===== src/rtl/exec_ctrl.sv =====
// exec_ctrl: four-phase sequencing controller in front of a 32x16 register
// file. Takes one instruction per handshake, reads both source registers,
// runs a 16-bit ALU operation, writes the result back and keeps the
// {N, Z, F, C} flag register.
module exec_ctrl #(
  parameter int OPW = 4
) (
  input  logic        clk,
  input  logic        rst,
  input  logic        instr_valid,
  input  logic [23:0] instr,
  output logic        instr_ready,
  output logic [4:0]  reg_index1,
  output logic [4:0]  reg_index2,
  input  logic [15:0] reg_data1,
  input  logic [15:0] reg_data2,
  output logic [4:0]  w_index,
  output logic [15:0] w_data,
  output logic        w_enable,
  output logic [3:0]  flags,
  output logic        done
);

  localparam logic [1:0] S_IDLE  = 2'd0;
  localparam logic [1:0] S_READ  = 2'd1;
  localparam logic [1:0] S_EXEC  = 2'd2;
  localparam logic [1:0] S_WRITE = 2'd3;

  localparam logic [OPW-1:0] OP_ADD  = 4'd0;
  localparam logic [OPW-1:0] OP_SUB  = 4'd1;
  localparam logic [OPW-1:0] OP_AND  = 4'd2;
  localparam logic [OPW-1:0] OP_OR   = 4'd3;
  localparam logic [OPW-1:0] OP_XOR  = 4'd4;
  localparam logic [OPW-1:0] OP_MOV  = 4'd5;
  localparam logic [OPW-1:0] OP_ADDI = 4'd6;
  localparam logic [OPW-1:0] OP_MOVI = 4'd7;
  localparam logic [OPW-1:0] OP_LSH  = 4'd8;
  localparam logic [OPW-1:0] OP_CMP  = 4'd9;

  logic [1:0]     state;
  logic [1:0]     state_next;
  logic           accept;

  // Latched instruction fields; the reserved bits are never stored.
  logic [OPW-1:0] ir_op;
  logic [4:0]     ir_rd;
  logic [4:0]     ir_rs;
  logic [7:0]     ir_imm;

  logic [15:0]    opa;
  logic [15:0]    opb;
  logic [15:0]    result;

  logic [16:0]    sum17;
  logic [15:0]    alu_res;
  logic           alu_carry;
  logic           alu_ovf;
  logic           alu_we;
  logic           alu_upd;
  logic [15:0]    imm_sext;
  logic [3:0]     alu_flags;

  logic           unused_rsvd;

  assign unused_rsvd = ^instr[9:8];

  assign accept = (state == S_IDLE) && instr_valid && instr_ready;

  // Read indices and write index come straight from the latched
  // instruction, so they hold through EXEC and WRITE until the next accept.
  assign reg_index1 = ir_rd;
  assign reg_index2 = ir_rs;
  assign w_index    = ir_rd;
  assign w_data     = result;

  // Next-state logic: only IDLE waits, every other phase advances.
  always_comb begin
    state_next = state;
    case (state)
      S_IDLE:  state_next = accept ? S_READ : S_IDLE;
      S_READ:  state_next = S_EXEC;
      S_EXEC:  state_next = S_WRITE;
      S_WRITE: state_next = S_IDLE;
      default: state_next = S_IDLE;
    endcase
  end

  // State register.
  always_ff @(posedge clk or posedge rst) begin
    if (rst) begin
      state <= S_IDLE;
    end else begin
      state <= state_next;
    end
  end

  // Ready is registered so it stays low in reset and rises one edge after
  // release; it is high exactly when the machine will sit in IDLE.
  always_ff @(posedge clk or posedge rst) begin
    if (rst) begin
      instr_ready <= 1'b0;
    end else begin
      instr_ready <= (state_next == S_IDLE);
    end
  end

  // Capture the instruction on the handshake edge.
  always_ff @(posedge clk or posedge rst) begin
    if (rst) begin
      ir_op  <= '0;
      ir_rd  <= '0;
      ir_rs  <= '0;
      ir_imm <= '0;
    end else if (accept) begin
      ir_op  <= instr[23:20];
      ir_rd  <= instr[19:15];
      ir_rs  <= instr[14:10];
      ir_imm <= instr[7:0];
    end
  end

  // Capture the combinational register-file read data at the end of READ.
  always_ff @(posedge clk or posedge rst) begin
    if (rst) begin
      opa <= '0;
      opb <= '0;
    end else if (state == S_READ) begin
      opa <= reg_data1;
      opb <= reg_data2;
    end
  end

  // ALU: result, carry/borrow, signed overflow and the writeback and
  // flag-update qualifiers for the current opcode.
  always_comb begin
    imm_sext  = {{8{ir_imm[7]}}, ir_imm};
    sum17     = '0;
    alu_res   = '0;
    alu_carry = 1'b0;
    alu_ovf   = 1'b0;
    alu_we    = 1'b1;
    alu_upd   = 1'b0;
    case (ir_op)
      OP_ADD: begin
        sum17     = {1'b0, opa} + {1'b0, opb};
        alu_res   = sum17[15:0];
        alu_carry = sum17[16];
        alu_ovf   = (opa[15] == opb[15]) && (alu_res[15] != opa[15]);
        alu_upd   = 1'b1;
      end
      OP_SUB, OP_CMP: begin
        sum17     = {1'b0, opa} - {1'b0, opb};
        alu_res   = sum17[15:0];
        alu_carry = sum17[16];
        alu_ovf   = (opa[15] != opb[15]) && (alu_res[15] != opa[15]);
        alu_upd   = 1'b1;
        alu_we    = (ir_op == OP_SUB);
      end
      OP_AND:  alu_res = opa & opb;
      OP_OR:   alu_res = opa | opb;
      OP_XOR:  alu_res = opa ^ opb;
      OP_MOV:  alu_res = opb;
      OP_ADDI: begin
        sum17     = {1'b0, opa} + {1'b0, imm_sext};
        alu_res   = sum17[15:0];
        alu_carry = sum17[16];
        alu_ovf   = (opa[15] == imm_sext[15]) && (alu_res[15] != opa[15]);
        alu_upd   = 1'b1;
      end
      OP_MOVI: alu_res = {8'h00, ir_imm};
      OP_LSH:  alu_res = opa << opb[3:0];
      default: alu_we  = 1'b0;
    endcase
    alu_flags = {alu_res[15], (alu_res == 16'd0), alu_ovf, alu_carry};
  end

  // Register the result and flags at the end of EXEC; non-flag opcodes
  // leave the flag register untouched.
  always_ff @(posedge clk or posedge rst) begin
    if (rst) begin
      result <= '0;
      flags  <= '0;
    end else if (state == S_EXEC) begin
      if (alu_we) begin
        result <= alu_res;
      end
      if (alu_upd) begin
        flags <= alu_flags;
      end
    end
  end

  // One-cycle write strobe and retire pulse, both asserted during WRITE.
  always_ff @(posedge clk or posedge rst) begin
    if (rst) begin
      w_enable <= 1'b0;
      done     <= 1'b0;
    end else begin
      w_enable <= (state == S_EXEC) && alu_we;
      done     <= (state == S_EXEC);
    end
  end

endmodule


===== config.mk =====
export PLATFORM = sky130hd
export DESIGN_NAME = exec_ctrl
export DESIGN_NICKNAME = d
export VERILOG_FILES = /design/src/rtl/exec_ctrl.sv
export SDC_FILE = /design/constraint.sdc
export NUM_CORES = 1
export LEC_CHECK = 0
export ABC_AREA = 0
export BUFFER_PORTS_ARGS = -buffer_cell sky130_fd_sc_hd__buf_2
export CORE_MARGIN = 8
export CORE_UTILIZATION = 30
export DETAILED_ROUTE_END_ITERATION = 6
export SLEW_MARGIN = 10
export SYNTH_ARGS = -nofsm -noshare
export SYNTH_HDL_FRONTEND = slang
export SYNTH_SLANG_ARGS = --single-unit

===== constraint.sdc =====
create_clock -name clk -period 5.4 [get_ports clk]
set_input_delay 1.08 -clock clk [delete_from_list [all_inputs] [get_ports clk]]
set_output_delay 1.08 -clock clk [all_outputs]
set_load 0.02 [all_outputs]

==> out/qor.yml, run 1 <==
synth:
  ys.flop_type: "dfrtp_1"
  syn_avg_cell_area_um2: 8.54
  synth_edf_count: 0
  ys_top_cells_by_area: "dfrtp_1 26%, ha_1 11%, mux2_2 5.1%"
  ys_ff_latch: 79
  syn_area_um2: 7540
  synth_cell_types: 88
  seq_area_frac_synth_pct: 26.2
  synth_top_area_share_pct: 26.2
  synthCells: 883
  yosys.area.top_type: "dfrtp_1"
  yosys_warnings: 0
  synth-async-reset-ratio_pct: 100
  syn-num-nets: 1014
clock_tree:
  cts_setup_buffers: 0
  ctsRootBufferMaster: "clkbuf_16"
  cts.htree.levels: 3
  postCtsHoldBufs: 0
  cts.sinks: 79
  cts_tree: "yes"
  cts_buffers: 9
  clk_pin_slew_ns: 0.07
  clock_path_buffers: 2
  insertion_delay_ns: 0.36
  ctsResizeCount: 0
grt:
  antenna_found_initial: 0
  grt_pass1_vias: 6844
  grt_usage_pct: 16.8
  overflow: 0
  grt_pass1_wl_um: 40200
  grt_start_max_net_pins: 65
placement:
  port_buffers: 94
  gp_congestion: 0.985
  hpwl_um: 20500
finish:
  layout_common_cells: "94 x buf_2, 92 x nand2_1, 79 x dfrtp_1, 75 x o21ai_0, 68 x ha_1"
  num_antenna_cells: 0
  final_nets: 1074
  areaGrowthSynthToFinish_pct: 12.5
  drive_gt1_share_pct: 19.7
  final_common_cell: "buf_2"
  final_util_pct: 34.0
timing:
  relSlewSlack_pct: 28.4
  tightestPinTransition_ns: 1.07
  min_period_ns: 3.88
  final_hold_viol_count: 0
  setup_viol: 0
  rsz0062_at_grt: "false"
  tns_ns: 0
  finalMaxSlewViolations: 0
  timing.fmax_mhz: 258
  clock_skew_ns: 0.0109
  fin_crit_sh_pct: 71.9
  hold_ws_ns: 0.471
critical_path:
  reg2reg_to: "flags[2]"
  crit_type: "reg -> reg"
  worstSetupEndpoint: "flags[2]"
  crit_arrival_ns: 4.18
  cpMaxStageDelayCell: "dfrtp_1"
  worstSetupEndpointType: "flip-flop"
  timing.critical_path.slowest_cell_delay_ns: 0.66
  critPathLaunchType: "flip-flop"
  crit_path_start: "opb[2]"
  r2r_cells: 11
  r2r_slack_ns: 1.52
  path_cells: "inv_1 -> ha_1 -> nor2b_1 -> o21ai_0 -> a2111o_1 -> a21oi_1 -> mux2_2 -> a221oi_2 -> nand4_1 -> nor4_2 -> a32o_2"
  cp_data_required_time_ns: 5.70
  crit_fanout: 15
  worst_r2r_startpoint: "opb[2]"
die:
  die_h_um: 175
  initial_core_util_pct: 30.2
  die_w_um: 175
  die_area_um2: 30500
  num_io_pins: 97
  core_um2: 25000
  rows: 58
detailed_routing:
  avgViaCountPerCell: 5.48
  dr.pass1.iters: 5
  post_drt_wl_per_cell_um: 20.2
  route.detailed.drc: 0
  routed_wl_um: 25800
  vias: 7009
  first_iter_violations: 788
  ant_nets: 0
outcome:
  run_status: "finished, final reports clean"
worst_hold_path:
  min_path_type: "reg -> reg"
run:
  cap_violations: 0
[worst min-delay path by stage]
stage,from,to,cells after the start
6_report,w_data[0],w_data[0],2
5_1_grt,w_data[0],w_data[0],2
4_1_cts,w_data[4],w_data[4],2
3_5_place_dp,w_data[4],w_data[4],2
3_3_place_gp,w_data[9],w_data[9],2
2_1_floorplan,ir_imm[2],ir_imm[2],1
[final cells by class]
cell class / instances / area (µm²)
fillers: 2695 / 16500
clock buffers: 9 / 225
well taps: 330 / 413
inverters: 62 / 234
flip-flops and latches: 79 / 1980
repair buffers: 103 / 538
clock inverters: 7 / 55.1
multi-input cells: 688 / 5040
[stage by stage]
stage	area [µm²]	std cells	worst slack (ns)
2_1_floorplan	7540	883	2.30
4_1_cts	8490	1278	1.59
3_5_place_dp	8210	1262	1.63
6_report	8490	1278	1.52
3_3_place_gp	8210	1262	1.62
5_1_grt	8490	1278	1.31
[registers in the layout, indices dropped and copies added (netlist names)]
signal,flops
opa,16
flags,4
reg_index2,5
state,2
w_data,16
ir_op,4
instr_ready,1
w_enable,1
opb,16
done,1
ir_imm,8
reg_index1,5
[synth_stat cells, drive strengths merged (5+ instances only)]
master / count
nand4: 8
a211oi: 16
or3: 8
nor3b: 6
nand3: 21
o21ai: 81
ha: 69
o31ai: 6
nor2: 53
buf: 30
mux4: 6
nand2b: 9
xor2: 5
a21o: 10
dfrtp: 79
a221oi: 11
a31oi: 14
mux2i: 23
nor2b: 14
xnor2: 12
nand2: 92
a21oi: 41
nor3: 26
a2bb2oi: 5
mux2: 35
clkbuf: 24
o21bai: 7
nor4: 6
o22ai: 12
inv: 60
o211ai: 9
o221ai: 5
o21a: 7
[cell families after synthesis]
group	Yosys count	share of synthesized area, %
AO/OA/AOI/OAI	273	25.0
XOR/XNOR	17	1.97
adder cells (fa/ha/maj)	72	12.2
buffers and inverters	116	6.98
flip-flops	79	26.2
multiplexers	64	10.3
AND/OR/NAND/NOR	262	17.3
[metal layers]
| layer | GRT usage, % | wire [µm] |
|---|---|---|
| met1 | 23.5 | 12300 |
| met2 | 24.3 | 10600 |
| met3 | 3.54 | 1970 |
| met4 | 7.67 | 905 |
| met5 | 0 | 0 |
[critical path: cells and delay by family (launching register included)]
kind                     cells  cell delay, ns
AND/OR/NAND/NOR              3            0.63
AO/OA/AOI/OAI                5            1.29
flip-flops                   1            0.66
buffers and inverters        1            0.36
multiplexers                 1            0.37
adder cells (fa/ha/maj)      1            0.52
Power of run 1 is left out: the tool's default activity adds up to more than one toggle a clock period on the data nets, which glitch-free logic cannot reach.
==> inputs of run 2 (changes only) <==
clock period = 4 ns   (was 5.4 ns; I/O delays follow)
==> run 2 against run 1 <==
- maximum frequency up 9.3%
- via count up 2.1%
- critical path depth up 1
- flip-flop and latch count unchanged
- utilization up 0.69 points
- cell area up 2.0%
- register-to-register slack worse by 1.1 ns
- clock skew about the same
- routed wire length up 2.3%
- non-clock buffer count up 18
==> out/qor.yml, run 2 (synthesized netlist as in run 1, its figures left out) <==
outcome:
  run_status: "finished, final reports clean"
finish:
  seqCellArea_um2: 1980  # unchanged
  areaGrowthSynthToFinish_pct: 14.8
  final_common_cell: "buf_2"
  layout_common_cells: "94 x buf_2, 92 x nand2_1, 79 x dfrtp_1, 75 x o21ai_0, 68 x ha_1"
  drive_gt1_share_pct: 21.2  # +1.5 points
  multi_input_area_um2: 5040  # unchanged
  num_antenna_cells: 0  # unchanged
  final_nets: 1092  # +1.7%
  fillers: 2680  # -0.56%
timing:
  final_hold_viol_count: 0  # unchanged
  tightestPinTransition_ns: 0.949  # -0.124 ns
  timing.fmax_mhz: 282  # +9.3%
  setup_viol: 0  # unchanged
  fin_crit_sh_pct: 88.8  # +17 points
  hold_ws_ns: 0.470  # -0.000341 ns
  finalMaxSlewViolations: 0  # unchanged
  min_period_ns: 3.55  # -0.329 ns
  clock_skew_ns: 0.0112  # +0.000309 ns
  relSlewSlack_pct: 36.7  # +8.3 points
  rsz0062_at_grt: "false"
  tns_ns: 0  # unchanged
clock_tree:
  clock_path_buffers: 2  # unchanged
  cts.htree.levels: 3  # unchanged
  clk_pin_slew_ns: 0.07  # about the same
  cts_setup_buffers: 0  # unchanged
  cts_tree: "yes"
  cts.sinks: 79  # unchanged
  cts_buffers: 9  # unchanged
  postCtsHoldBufs: 0  # unchanged
  ctsResizeCount: 0  # unchanged
  ctsRootBufferMaster: "clkbuf_16"
  insertion_delay_ns: 0.36  # about the same
die:
  num_io_pins: 97  # unchanged
  core_um2: 25000  # unchanged
  initial_core_util_pct: 30.2  # unchanged
  die_w_um: 175  # unchanged
  die_area_um2: 30500  # unchanged
  die_h_um: 175  # unchanged
  rows: 58  # unchanged
critical_path:
  cpMaxStageDelayCell: "a2111oi_2"
  path_cells: "ha_1 -> inv_1 -> fa_1 -> nor2b_1 -> o31ai_1 -> a2111oi_2 -> o21ai_1 -> mux2i_1 -> a22oi_1 -> o211ai_1 -> nor4_2 -> a32o_2"
  crit_type: "reg -> reg"
  worstSetupEndpointType: "flip-flop"
  timing.critical_path.slowest_cell_delay_ns: 0.54  # -0.12 ns
  cp_data_required_time_ns: 4.30  # -1.40 ns
  critPathLaunchType: "flip-flop"
  crit_arrival_ns: 3.85  # -0.33 ns
  crit_fanout: 6  # -9
detailed_routing:
  first_iter_violations: 662  # -16%
  routed_wl_um: 26400  # +2.3%
  post_drt_wl_per_cell_um: 20.4  # +0.86%
  ant_nets: 0  # unchanged
  dr.pass1.iters: 5  # unchanged
  route.detailed.drc: 0  # unchanged
  vias: 7153  # +2.1%
  avgViaCountPerCell: 5.52  # +0.64%
grt:
  grt_pass1_vias: 6879  # +0.51%
  antenna_found_initial: 0  # unchanged
  grt_usage_pct: 17.2  # +0.36 points
  grt_pass1_wl_um: 41100  # +2.4%
  grt_start_max_net_pins: 65  # unchanged
  overflow: 0  # unchanged
worst_hold_path:
  min_path_type: "reg -> reg"
placement:
  port_buffers: 94  # unchanged
  hpwl_um: 21200  # +3.6%
  gp_congestion: 0.956  # -2.9%
run:
  cap_violations: 0  # unchanged
## run 2: cell count changes in the layout (fill, tap and decap cells not counted), sizes merged
cell | previous run | this run
bufinv | 0 | 1
clkinvlp | 2 | 1
buf | 103 | 121
## run 2: area by class of cell
cell class | count | share of cell area [%]
clock buffers | 9 | 2.60
inverters | 62 | 2.70
flip-flops and latches | 79 | 22.8
repair buffers | 121 | 7.92
clock inverters | 7 | 0.925
multi-input cells | 688 | 58.3
well taps | 330 | 4.77
## run 2: path summary, 6_finish.rpt
kind | startpoint | endpoint | slack, ns | cells past startpoint
max reg2reg | opa[0] | flags[2] | 0.45 | 12
min in group asynchronous | rst | reg_index1[3] | 0.53 | 2
max in group asynchronous | rst | opb[11] | 2.51 | 3
min | w_data[4] | w_data[4] | 0.47 | 2
max | opa[0] | flags[2] | 0.45 | 12
min reg2reg | w_data[4] | w_data[4] | 0.47 | 2
## run 2: worst max-delay path, delay by kind of cell, from the launching register on
kind | cells | cell delay, ns
adders and majority gates | 2 | 0.65
muxes | 1 | 0.18
AOI/OAI and AO/OA | 6 | 1.55
buffers and inverters | 1 | 0.07
and+or+nand+nor | 2 | 0.58
DFF | 1 | 0.46
## run 2: metrics by stage
| stage | instances | setup slack, ns | instance area [µm²] | util (%) |
|---|---|---|---|---|
| after floorplan | 883 | 0.899 | 7540 | - |
| after CTS | 1296 | 0.445 | 8660 | 34.7 |
| final | 1296 | 0.449 | 8660 | 34.7 |
| after global placement | 1280 | 0.531 | 8350 | 33.5 |
| after global routing | 1296 | 0.153 | 8660 | 34.7 |
| after detailed placement | 1280 | 0.467 | 8350 | 33.5 |
## run 2: layer usage
layer	up-vias	global-route usage, %	share of wire (%)
met5	-	0	0
li1	3399	-	-
met4	0	7.38	3.3
met2	293	25.2	42
met3	47	2.42	6.3
met1	3414	24.6	49
Power of run 2 is left out for the same reason.
==> inputs of run 3 (changes only) <==
BUFFER_PORTS_ARGS = default   (was -buffer_cell sky130_fd_sc_hd__buf_2)
DONT_BUFFER_PORTS = 1   (was default)
PLACE_DENSITY = 0.43   (was default)
==> run 3 against run 2 <==
- final cell count shrank 6.8%
- worst setup slack got worse by 0.10 ns
- critical path type unchanged
- utilization shrank 1.7 points
- count of clock-buffer cells in the layout grew 1
- die area did not move
- cell area fell by 5.0%
- flip-flop and latch count unchanged
- via count decreased by 5.4%
==> out/qor.yml, run 3 (synthesized netlist as in run 1, its figures left out) <==
clock_tree:
  clk_pin_slew_ns: 0.07  # about the same
  cts_tree: "yes"
  cts.htree.levels: 3  # unchanged
  insertion_delay_ns: 0.36  # about the same
  ctsRootBufferMaster: "clkbuf_16"
  cts_setup_buffers: 0  # unchanged
  cts_buffers: 9  # unchanged
  clock_path_buffers: 2  # unchanged
  cts.sinks: 79  # unchanged
detailed_routing:
  routed_wl_um: 27200  # +3.3%
  dr.pass1.iters: 7  # +2
  post_drt_wl_per_cell_um: 22.6  # +11%
  ant_nets: 0  # unchanged
  first_iter_violations: 602  # -9.1%
  avgViaCountPerCell: 5.60  # +1.5%
  vias: 6766  # -5.4%
  route.detailed.drc: 0  # unchanged
critical_path:
  crit_type: "reg -> reg"
  timing.critical_path.slowest_cell_delay_ns: 0.63  # +0.09 ns
  cp_data_required_time_ns: 4.25  # -0.05 ns
  path_cells: "clkinv_1 -> ha_1 -> o21ai_1 -> o21ai_0 -> o211ai_1 -> a2111oi_1 -> buf_4 -> a21o_1 -> and4bb_2 -> nand4_1 -> nor4_2 -> a32o_2"
  crit_path_start: "opb[3]"
  critPathLaunchType: "flip-flop"
  worstSetupEndpointType: "flip-flop"
  worst_r2r_startpoint: "opb[3]"
  crit_arrival_ns: 3.90  # +0.05 ns
  cpMaxStageDelayCell: "ha_1"
  r2r_cells: 12  # unchanged
  crit_fanout: 10  # +4
timing:
  timing.fmax_mhz: 274  # -2.7%
  setup_viol: 0  # unchanged
  clock_skew_ns: 0.0136  # +0.00235 ns
  finalMaxSlewViolations: 0  # unchanged
  hold_ws_ns: 0.160  # -0.311 ns
  min_period_ns: 3.65  # +0.0999 ns
  tightestPinTransition_ns: 1.11  # +0.159 ns
  relSlewSlack_pct: 25.9  # -11 points
  final_hold_viol_count: 0  # unchanged
  fin_crit_sh_pct: 91.3  # +2.5 points
  tns_ns: 0  # unchanged
  rsz0062_at_grt: "false"
grt:
  grt_usage_pct: 17.8  # +0.69 points
  overflow: 0  # unchanged
  antenna_found_initial: 0  # unchanged
  grt_start_max_net_pins: 65  # unchanged
  grt_pass1_vias: 6820  # -0.86%
  grt_pass1_wl_um: 42200  # +2.7%
die:
  die_h_um: 175  # unchanged
  die_w_um: 175  # unchanged
  num_io_pins: 97  # unchanged
  rows: 58  # unchanged
  die_area_um2: 30500  # unchanged
  initial_core_util_pct: 30.2  # unchanged
  core_um2: 25000  # unchanged
placement:
  placed_area_um2: 7930  # -5.1%
  port_buffers: 0  # -100%
  hpwl_um: 21900  # +3.4%
  gp_congestion: 0.933  # -2.5%
finish:
  final_common_cell: "nand2_1"
  areaGrowthSynthToFinish_pct: 9.04
  drive_gt1_share_pct: 13.3  # -7.9 points
  final_nets: 1004  # -8.1%
  layout_common_cells: "92 x nand2_1, 79 x dfrtp_1, 75 x o21ai_0, 68 x ha_1, 57 x inv_1"
  design_area_um2: 8230  # -5.0%
  num_antenna_cells: 0  # unchanged
worst_hold_path:
  min_path_type: "in -> async"
outcome:
  run_status: "finished, final reports clean"
run:
  cap_violations: 0  # unchanged
run 3: timing repair:
action	CTS	global route
setup endpoints to repair	0	1
resized for setup	0	1
hold buffers	0	0
run 3: per-stage QoR:
stage	utilization, %	cells	setup slack [ns]
after CTS	32.9	1208	0.341
after detailed placement	31.8	1192	0.347
final	33.0	1208	0.349
after global routing	33.0	1208	0.0845
after global placement	31.8	1192	0.358
after floorplan	-	883	0.899
run 3: critical path, delay by kind of cell, from the launching register on:
kind	cells	cell delay [ns]
AO/OA/AOI/OAI	6	1.57
adder cells (fa/ha/maj)	1	0.63
buffers and inverters	2	0.47
flip-flops	1	0.47
AND/OR/NAND/NOR	3	0.41
run 3: worst paths after layout:
check | to | slack (ns)
max | flags[2] | 0.35
min | reg_index1[1] | 0.16
max reg2reg | flags[2] | 0.35
min reg2reg | ir_imm[0] | 0.55
max in group asynchronous | w_data[10] | 3.14
min in group clk | ir_imm[0] | 0.55
run 3: area by class of cell:
| type | instances | area [µm²] |
|---|---|---|
| Clock inverter | 6 | 66.3 |
| Fill cell | 2694 | 16700 |
| Multi-Input combinational cell | 688 | 5060 |
| Tap cell | 330 | 413 |
| Timing Repair Buffer | 33 | 248 |
| Clock buffer | 10 | 229 |
| Inverter | 62 | 234 |
| Sequential cell | 79 | 1980 |
run 3: routing by layer:
metal  GRT usage [%]  share of wire (%)
met1            25.6                 50
met2            26.5                 42
met3            3.60                6.3
met4            5.09                2.0
met5               0                  0
Power of run 3 is left out for the same reason.
